**config.mk**
```make
export PLATFORM = sky130hd
export DESIGN_NAME = change_dispenser
export DESIGN_NICKNAME = d
export VERILOG_FILES = /design/src/rtl/change_pkg.sv /design/src/rtl/coin_picker.sv /design/src/rtl/change_dispenser.sv
export SDC_FILE = /design/constraint.sdc
export NUM_CORES = 1
export LEC_CHECK = 0
export CAP_MARGIN = 20
export CORE_MARGIN = 2
export CORE_UTILIZATION = 50
export CTS_BUF_LIST = sky130_fd_sc_hd__clkbuf_8
export CTS_CLUSTER_DIAMETER = 80
export DETAILED_ROUTE_END_ITERATION = 10
export PLACE_DENSITY_LB_ADDON = 0.1
export SYNTH_ARGS = -nofsm -noshare
export SYNTH_HDL_FRONTEND = slang
export SYNTH_SLANG_ARGS = --single-unit
```
**constraint.sdc**
```tcl
create_clock -name clk -period 2.6 [get_ports clk]
set_input_delay 0.78 -clock clk [delete_from_list [all_inputs] [get_ports clk]]
set_output_delay 0.78 -clock clk [all_outputs]
set_load 0.01 [all_outputs]
```
**src/rtl/change_pkg.sv**
```systemverilog
// Shared types and coin codes for the change dispenser slice.
package change_pkg;

  typedef enum logic [2:0] {
    IDLE,
    ITEM,
    PICK,
    ISSUE,
    FIN
  } state_t;

  localparam int unsigned NCOIN = 4;

  localparam logic [1:0] C50 = 2'd0;
  localparam logic [1:0] C10 = 2'd1;
  localparam logic [1:0] C5  = 2'd2;
  localparam logic [1:0] C1  = 2'd3;

endpackage

```
**src/rtl/coin_picker.sv**
```systemverilog
// Greedy coin chooser: lowest code (largest value) that fits rem and is available.
module coin_picker
  import change_pkg::*;
(
  input  logic [7:0]             rem,
  input  logic [NCOIN-1:0][7:0]  vals,
  input  logic [NCOIN-1:0]       avail,
  output logic [1:0]             code,
  output logic                   found
);

  always_comb begin
    code  = '0;
    found = 1'b0;
    for (int unsigned i = 0; i < NCOIN; i++) begin
      if (!found && avail[i] && (vals[i] <= rem)) begin
        code  = i[1:0];
        found = 1'b1;
      end
    end
  end

endmodule

```
**src/rtl/change_dispenser.sv**
```systemverilog
// Vends the item code, then pays change greedily one coin at a time over valid/ack.
// Optional COIN_INV_EN: per-denomination inventory with shortfall reporting.
module change_dispenser
  import change_pkg::*;
#(
  parameter int unsigned VAL0     = 50,
  parameter int unsigned VAL1     = 10,
  parameter int unsigned VAL2     = 5,
  parameter int unsigned VAL3     = 1,
  parameter int unsigned INV_INIT = 8
) (
  input  logic       clk,
  input  logic       rst,
  input  logic [7:0] MO,
  input  logic [1:0] PO,
  output logic       item_vld,
  output logic [1:0] item_id,
  output logic       coin_vld,
  output logic [1:0] coin_sel,
  input  logic       coin_ack,
  output logic       busy,
  output logic       done,
  output logic       req_drop,
  output logic       short_flg,
  output logic [7:0] short_amt
);

  state_t                state, state_n;
  logic [7:0]            rem, rem_n;
  logic [1:0]            id_n, sel_n;
  logic                  drop_n;
  logic                  accept;
  logic [NCOIN-1:0][7:0] vals;
  logic [NCOIN-1:0]      avail;
  logic [1:0]            pick_code;
  logic                  found;

  assign vals   = {8'(VAL3), 8'(VAL2), 8'(VAL1), 8'(VAL0)};
  assign accept = coin_vld && coin_ack;

  coin_picker u_picker (
    .rem   (rem),
    .vals  (vals),
    .avail (avail),
    .code  (pick_code),
    .found (found)
  );

  always_comb begin
    state_n = state;
    rem_n   = rem;
    id_n    = item_id;
    sel_n   = coin_sel;
    drop_n  = req_drop;
    if ((PO != '0) && (state != IDLE))
      drop_n = 1'b1;
    unique case (state)
      IDLE: begin
        if (PO != '0) begin
          state_n = ITEM;
          rem_n   = MO;
          id_n    = PO;
        end
      end
      ITEM: state_n = PICK;
      PICK: begin
        if (rem == '0)
          state_n = FIN;
        else if (found) begin
          state_n = ISSUE;
          sel_n   = pick_code;
        end else
          state_n = FIN;
      end
      ISSUE: begin
        if (accept) begin
          rem_n   = rem - vals[coin_sel];
          state_n = PICK;
        end
      end
      FIN:     state_n = IDLE;
      default: state_n = IDLE;
    endcase
  end

  // Outputs are registered from the next state so they line up with the state they describe.
  always_ff @(posedge clk) begin
    if (rst) begin
      state    <= IDLE;
      rem      <= '0;
      item_id  <= '0;
      coin_sel <= '0;
      req_drop <= 1'b0;
      item_vld <= 1'b0;
      coin_vld <= 1'b0;
      busy     <= 1'b0;
      done     <= 1'b0;
    end else begin
      state    <= state_n;
      rem      <= rem_n;
      item_id  <= id_n;
      coin_sel <= sel_n;
      req_drop <= drop_n;
      item_vld <= (state_n == ITEM);
      coin_vld <= (state_n == ISSUE);
      busy     <= (state_n != IDLE);
      done     <= (state_n == FIN);
    end
  end

`ifdef COIN_INV_EN
  logic [NCOIN-1:0][7:0] inv;

  always_comb begin
    for (int unsigned i = 0; i < NCOIN; i++)
      avail[i] = (inv[i] != '0);
  end

  always_ff @(posedge clk) begin
    if (rst) begin
      for (int unsigned i = 0; i < NCOIN; i++)
        inv[i] <= 8'(INV_INIT);
      short_flg <= 1'b0;
      short_amt <= '0;
    end else begin
      if (accept)
        inv[coin_sel] <= inv[coin_sel] - 8'd1;
      // Shortfall is only possible on the PICK -> FIN path with change still owed.
      short_flg <= (state == PICK) && (rem != '0) && !found;
      short_amt <= ((state == PICK) && (rem != '0) && !found) ? rem : '0;
    end
  end
`else
  logic unused_inv_init;

  assign unused_inv_init = |INV_INIT;
  assign avail           = '1;
  assign short_flg       = 1'b0;
  assign short_amt       = '0;
`endif

endmodule

```
==> summary.md, run 1 <==
| Metric | Value |
|---|---|
| Fin. Hold Viols | 0 |
| Worst path max stage delay | 0.51 ns |
| Multi-input combinational cell area | 719 sq um |
| Yosys reg bits | 20 |
| WL/cell | 14.8 um |
| Sw power | 0.437 mW |
| CTS H-Tree Depth | 1 |
| Highest-delay cell along the critical path | dfxtp_1 |
| Routed Wire Length | 2920 um |
| DRC violations left | 0 |
| CP Capture Type | flip-flop |
| Area added between synthesis and finish | 22.9% |
| Area after DPL | between 0.001 and 0.0015 sq mm |
| Overflow after GRT | 0 |
| P_leak | 0.590 nW |
| Die X | 53.0 um |
| DP HPWL | ~2100 um |
| Ys Warns | 0 |
| Async SR Flop Fraction | 0% |
| WP data required | 2.79 ns |
| Hold_ws | 0.465 ns |
| Comb pwr share | 39.3% |
| Synthesized area per cell | 8.24 sq um |
| CTS Hold Bufs | 0 |
| RSZ-0062 raised after global routing | no |
| Clock latency on the worst-skew pair | 0.26 ns |
| Clock Tree Root | clkbuf_8 |
| WHS Path Cells | 2 |
| Worst reg2reg path depth | 8 |
| Int Pwr | just under 0.8 mW |
| Die area | 0.00281 sq mm |
| Number of max-cap violations | 0 |
| Post-synth cell types | 39 |
| Fillers | 203 |
| Worst path bufs/invs | 1 |
| Initial antenna violation count | 0 |
| Reg2reg start | coin_sel[1] |
| Power Dens Cells | 830 mW/mm^2 |
| Nets | 190 |
| Metal2 WL | 1450 um |
| IR drop worst, VDD | 0.000409 V |
| Tightest Pin Transition | 0.548 ns |
| I/O Buffers | 21 |
| Critical Path Fanout Max | 8 |
| Io pins | 31 |
| Net Sw Frac | 35.6% |
| Post-Syn Area | about 0.0012 sq mm |
| Worst Skew | 0.00565 ns |
| Layout cell share with drive strength beyond 1 | 7.10% |
| Slew HR | 63.3% |
| Post-CTS sizing | 0 |
| CTS Sinks | 20 |
| Fmax | 410 MHz |
| Register area | 400 sq um |
| CTS tree | done |
| Drt first pass iters | 5 |
| Core Region | 0.00223 sq mm |
| Post-synth top area share | 33.3% |
| WHS Endpoint | item_id[0] |
| Metal-1 WL | about 1300 um |
| Clk slew on worst S/H paths | 0.08 ns |
| Commonest register cell after synthesis | dfxtp_1 |
| Post-route cell area | 0.00148 sq mm |
| Clock share of power | 25.9% |
| First-pass GRT wire length | around 4700 um |
| Status | finished, final reports clean |
| Post-synth EDFFs | 0 |
| Hold/Removal Path Class | reg -> reg |
| Fin. max-slew vios | 0 |
| Sequential Power Share | 34.7% |
| Metal3 WL | 107 um |
| Sequential share of the synthesized area | 33.3% |
| Hold Crit Start | item_id[0] |
| Num CTS Buffers | 3 |
| Vias in the first global route | 1057 |
| GRT Total Usage | 23.1% |
| Synth top cells by count | dfxtp_1, nand2_1, nor2_1 |
| DRT antenna net count | 0 |
| Vias | 1132 |
| Synth area leaders | dfxtp_1, ha_1, buf_4, nand2_1, a21oi_1 |
| Worst flop-to-flop path endpoint | rem[6] |
| Yosys top cell by area | dfxtp_1 |
| Most common cell in the netlist | dfxtp_1 |
| Top layer in use | met4 |
| Largest net degree at the start of global routing | 18 |
| CP top delay family | compound AO/OA/AOI/OAI gates |
| Synthesized instance count | 146 |
| CP Cell Sequence | ha_1 -> inv_1 -> fa_1 -> a211oi_1 -> o21bai_1 -> a21oi_1 -> mux2_2 -> a31oi_1 |
| Initial Util | 53.8% |
| R2r setup slk | approximately 0.16 ns |
| GPL Wtd Cong | ~0.90 |
| Worst setup SP type | flip-flop |
| Arrival time worst endpoint | 2.63 ns |
| Tmin final | between 2 and 2.5 ns |
| Setup_tns | 0 ns |
| DR vias/cell | 5.75 |
| Tcrit/Tclk final | 93.9% |
| Core Rows | 17 |
| Worst Path Class, Setup | reg -> reg |
| Max Root-Sink Buffers | 2 |
| Die H | 53.0 um |
| Setup violations, final | 0 |
| Setup Fix Bufs, Post-CTS | 0 |
| Number of DRC markers in iteration 0 | 40 |
| N_diodes | 0 |
-- layer usage --
metal | global-route usage [%] | vias up
li1 | - | 561
met3 | 2.54 | 6
met4 | 9.40 | 0
met2 | 38.3 | 32
met5 | 0 | -
met1 | 30.4 | 533
-- layout by cell type, fill, tap and decap left out, types with 2 or more instances in the layout --
master / n
nor3_1: 5
clkbuf_8: 3
clkdlybuf4s50_1: 21
a31oi_1: 3
dfxtp_1: 20
nand2b_1: 2
nand3_1: 3
a21oi_1: 11
a21o_1: 3
or3_1: 3
o211ai_1: 3
o21ai_0: 3
o21ai_1: 5
conb_1: 9
ha_1: 6
mux2_2: 2
nand2_1: 17
buf_4: 4
a211oi_1: 5
nor4_1: 3
xor2_1: 2
inv_1: 3
nor2_1: 13
a41oi_1: 3
a211o_1: 2
-- power by group through the flow --
stage / Combinational [mW] / Clock [mW] / Sequential, mW
4_1_cts: 0.481 / 0.322 / 0.424
3_5_place_dp: 0.471 / 0 / 0.430
2_1_floorplan: 0.340 / 0 / 0.423
6_report: 0.483 / 0.318 / 0.426
3_3_place_gp: 0.455 / 0 / 0.429
5_1_grt: 0.540 / 0.335 / 0.434
-- sequential cells by signal, indices dropped and copies added (netlist names) --
register	flops
done	1
item_vld	1
req_drop	1
coin_vld	1
state	3
item_id	2
busy	1
rem	8
coin_sel	2
-- area by class of cell --
class | instances | area share, %
clock inverters | 1 | 2.03
well taps | 28 | 2.37
inverters | 3 | 0.762
multi-input cells | 117 | 48.7
repair buffers | 25 | 16.3
flip-flops and latches | 20 | 27.1
clock buffers | 3 | 2.79
-- how the worst max path moves through the flow --
stage / from / to / slack, ns / cells past startpoint
after global routing: coin_sel[1] / rem[6] / 0.01 / 8
after global placement: coin_sel[1] / rem[6] / 0.26 / 8
final: coin_sel[1] / rem[6] / 0.16 / 8
after floorplan: coin_sel[1] / rem[7] / 0.42 / 7
after CTS: coin_sel[1] / rem[6] / 0.18 / 8
after detailed placement: PO[1] / rem[7] / 0.20 / 6
-- tightest hold or removal path, stage by stage (launching register included) --
cell and delay (ns):
dfxtp_1 0.32, nand2_1 0.05, a21oi_1 0.06
-- per-stage QoR --
step           cells  power, mW  utilization (%)  setup slack [ns]
2_1_floorplan    154      0.763                -             0.415
3_3_place_gp     193      0.884             63.0             0.265
5_1_grt          197       1.31             66.2            0.0116
3_5_place_dp     193      0.901             63.0             0.197
4_1_cts          197       1.23             66.2             0.177
6_report         197       1.23             66.2             0.159
-- kinds of logic (layout without fill, tap and decap cells) --
logic type,Yosys count,count (layout),share of synthesized area (%)
other,1,9,0.312
DFF,20,20,33.3
adders and majority gates,7,7,7.91
buffers and inverters,17,32,9.36
xor gates and xnor gates,3,3,2.19
and+or+nand+nor,51,51,19.8
AOI/OAI and AO/OA,44,44,24.5
muxes,3,3,2.71
Power figures use the tool's default switching activity.
==> run 2, diff against run 1 <==
--- a/config.mk
+++ b/config.mk
@@ -11,6 +11,7 @@
 export CTS_BUF_LIST = sky130_fd_sc_hd__clkbuf_8
 export CTS_CLUSTER_DIAMETER = 80
 export DETAILED_ROUTE_END_ITERATION = 10
+export MAX_ROUTING_LAYER = met4
 export PLACE_DENSITY_LB_ADDON = 0.1
 export SYNTH_ARGS = -nofsm -noshare
 export SYNTH_HDL_FRONTEND = slang
==> run 2 against run 1 <==
  * Clock power down 3%
  * Sequential share of layout area down 0.14 points
  * Power down 1.1%
  * Worst hold slack worse by 0.0024 ns
  * Clock-buffer cell count unchanged
  * Flip-flop and latch count unchanged
  * Fmax up 5.9%
  * Largest power group unchanged
  * Largest cell class unchanged
==> summary.md, run 2 (synthesis results as in run 1) <==
| Metric | Value |
|---|---|
| CP Capture Type | flip-flop |
| Setup Fix Bufs, Post-CTS | 0 (unchanged) |
| N_diodes | 0 (unchanged) |
| Core Rows | 17 (unchanged) |
| CTS Sinks | 20 (unchanged) |
| Routed Wire Length | 2790 um (-4.6%) |
| Hold/Removal Path Class | reg -> reg |
| Tmin final | 2.30 ns (-0.137 ns) |
| Nets | 191 (+0.53%) |
| WP data required | 2.79 ns (about the same) |
| Arrival time worst endpoint | 2.49 ns (-0.14 ns) |
| Area added between synthesis and finish | 23.5% |
| CTS H-Tree Depth | 1 (unchanged) |
| GPL Wtd Cong | 0.879 (-2.3%) |
| Most common cell after layout, fill and taps aside | clkdlybuf4s50_1 |
| I/O Buffers | 21 (unchanged) |
| GRT Total Usage | 23.4% (+0.24 points) |
| P_leak | 0.595 nW (+0.92%) |
| Tightest Pin Transition | 0.588 ns (+0.0398 ns) |
| Fin. max-slew vios | 0 (unchanged) |
| Critical Path Fanout Max | 5 (-3) |
| CTS Hold Bufs | 0 (unchanged) |
| Worst reg2reg path depth | 7 (-1) |
| First-pass GRT wire length | 4620 um (-0.73%) |
| Tcrit/Tclk final | 88.6% (-5.3 points) |
| Number of max-cap violations | 0 (unchanged) |
| RSZ-0062 raised after global routing | no |
| Overflow after GRT | 0 (unchanged) |
| Drt first pass iters | 4 (-1) |
| IR drop worst, VDD | 0.000504 V (+23%) |
| WHS Path Cells | 2 (unchanged) |
| Post-CTS sizing | 0 (unchanged) |
| Hold Crit Start | item_id[1] |
| Initial antenna violation count | 0 (unchanged) |
| Die area | 0.00281 sq mm (unchanged) |
| Largest net degree at the start of global routing | 18 (unchanged) |
| Number of DRC markers in iteration 0 | 14 (-65%) |
| Worst path max stage delay | 0.37 ns (-0.14 ns) |
| WHS Endpoint | item_id[1] |
| Largest Register | rem |
| Setup_tns | 0 ns (unchanged) |
| Initial Util | 53.8% (unchanged) |
| Largest regs | rem x8, state x3 |
| Max Root-Sink Buffers | 2 (unchanged) |
| Power Dens Cells | 817 mW/mm^2 (-1.6%) |
| Total power | 1.21 mW (-1.1%) |
| Num CTS Buffers | 3 (unchanged) |
| Finished Layout Cells | 198 (+0.51%) |
| Clock Tree Root | clkbuf_8 |
| Setup violations, final | 0 (unchanged) |
| Die X | 53.0 um (unchanged) |
| R2r setup slk | 0.30 ns (+0.14 ns) |
| DRC violations left | 0 (unchanged) |
| Fin. Hold Viols | 0 (unchanged) |
| Fmax | 434 MHz (+5.9%) |
| Core Region | 0.00223 sq mm (unchanged) |
| Highest-delay cell along the critical path | mux2_2 |
| Reg2reg start | coin_sel[0] |
| CTS tree | done |
| Slew HR | 60.7% (-2.7 points) |
| Clock latency on the worst-skew pair | 0.26 ns (about the same) |
| Cells after DPL | 194 (+0.52%) |
| Most frequent cells in the layout | clkdlybuf4s50_1, dfxtp_1, nand2_1 |
| CP Cell Sequence | or2_2 -> ha_1 -> a21o_1 -> a211o_1 -> a41oi_1 -> mux2_2 -> a31oi_2 |
| Worst flop-to-flop path endpoint | rem[7] |
| Vias in the first global route | 1058 (+0.095%) |
| Io pins | 31 (unchanged) |
| DR vias/cell | 5.58 (-2.9%) |
| Max FFs per register | 8 (unchanged) |
| Worst Skew | 0.00510 ns (-0.000551 ns) |
| Worst setup SP type | flip-flop |
| Vias | 1105 (-2.4%) |
| Clk slew on worst S/H paths | 0.08 ns (about the same) |
| DP HPWL | 2080 um (-2.6%) |
| WL/cell | 14.1 um (-5.0%) |
| DRT antenna net count | 0 (unchanged) |
| Status | finished, final reports clean |
| Die H | 53.0 um (unchanged) |
| Worst Path Class, Setup | reg -> reg |
| Layout cell share with drive strength beyond 1 | 7.65% (+0.55 points) |
-- run 2: final cells by class --
cell class,count,area (sq um)
inverter,3,11.3
clock inverter,1,30.0
sequential,20,400
fill,184,748
tap,28,35.0
multi-input combinational,117,719
timing repair buffer,26,248
clock buffer,3,41.3
-- run 2: through the flow --
stage | utilization [%] | hold slack, ns | setup slack [ns] | area, sq um
after CTS | 66.5 | 0.464 | 0.290 | 1490
final | 66.5 | 0.463 | 0.296 | 1490
after global placement | 63.3 | 0.444 | 0.266 | 1410
after global routing | 66.5 | 0.488 | 0.214 | 1490
after detailed placement | 63.3 | 0.454 | 0.214 | 1410
after floorplan | - | 0.468 | 0.415 | 1230
-- run 2: metal layers --
layer	GRT usage, %	up-vias	share of wire [%]
met5	-	-	0
met4	6.41	0	0.39
met3	3.39	2	4.5
met2	38.3	35	48
met1	30.1	507	47
li1	-	561	-
-- run 2: worst max path at each step --
stage	start	endpoint	slack, ns	cells past startpoint
after floorplan	coin_sel[1]	rem[7]	0.42	7
after global placement	PO[0]	rem[7]	0.27	6
after detailed placement	PO[0]	rem[6]	0.21	6
after CTS	coin_sel[0]	rem[7]	0.29	7
after global routing	coin_sel[1]	rem[6]	0.21	8
final	coin_sel[0]	rem[7]	0.30	7
-- run 2: report_power, final --
| group | internal (mW) | switching (mW) | leakage (nW) |
|---|---|---|---|
| registers | 0.359 | 0.0660 | 0.165 |
| logic | 0.226 | 0.252 | 0.395 |
| clock network | 0.205 | 0.105 | 0.0357 |
| total | 0.790 | 0.423 | 0.595 |
-- run 2: critical path, delay by kind of cell (launching register included) --
family                     cells  cell delay [ns]
AOI/OAI and AO/OA              4             0.83
and+or+nand+nor                1             0.33
DFF                            1             0.35
muxes                          1             0.37
adders and majority gates      1             0.34
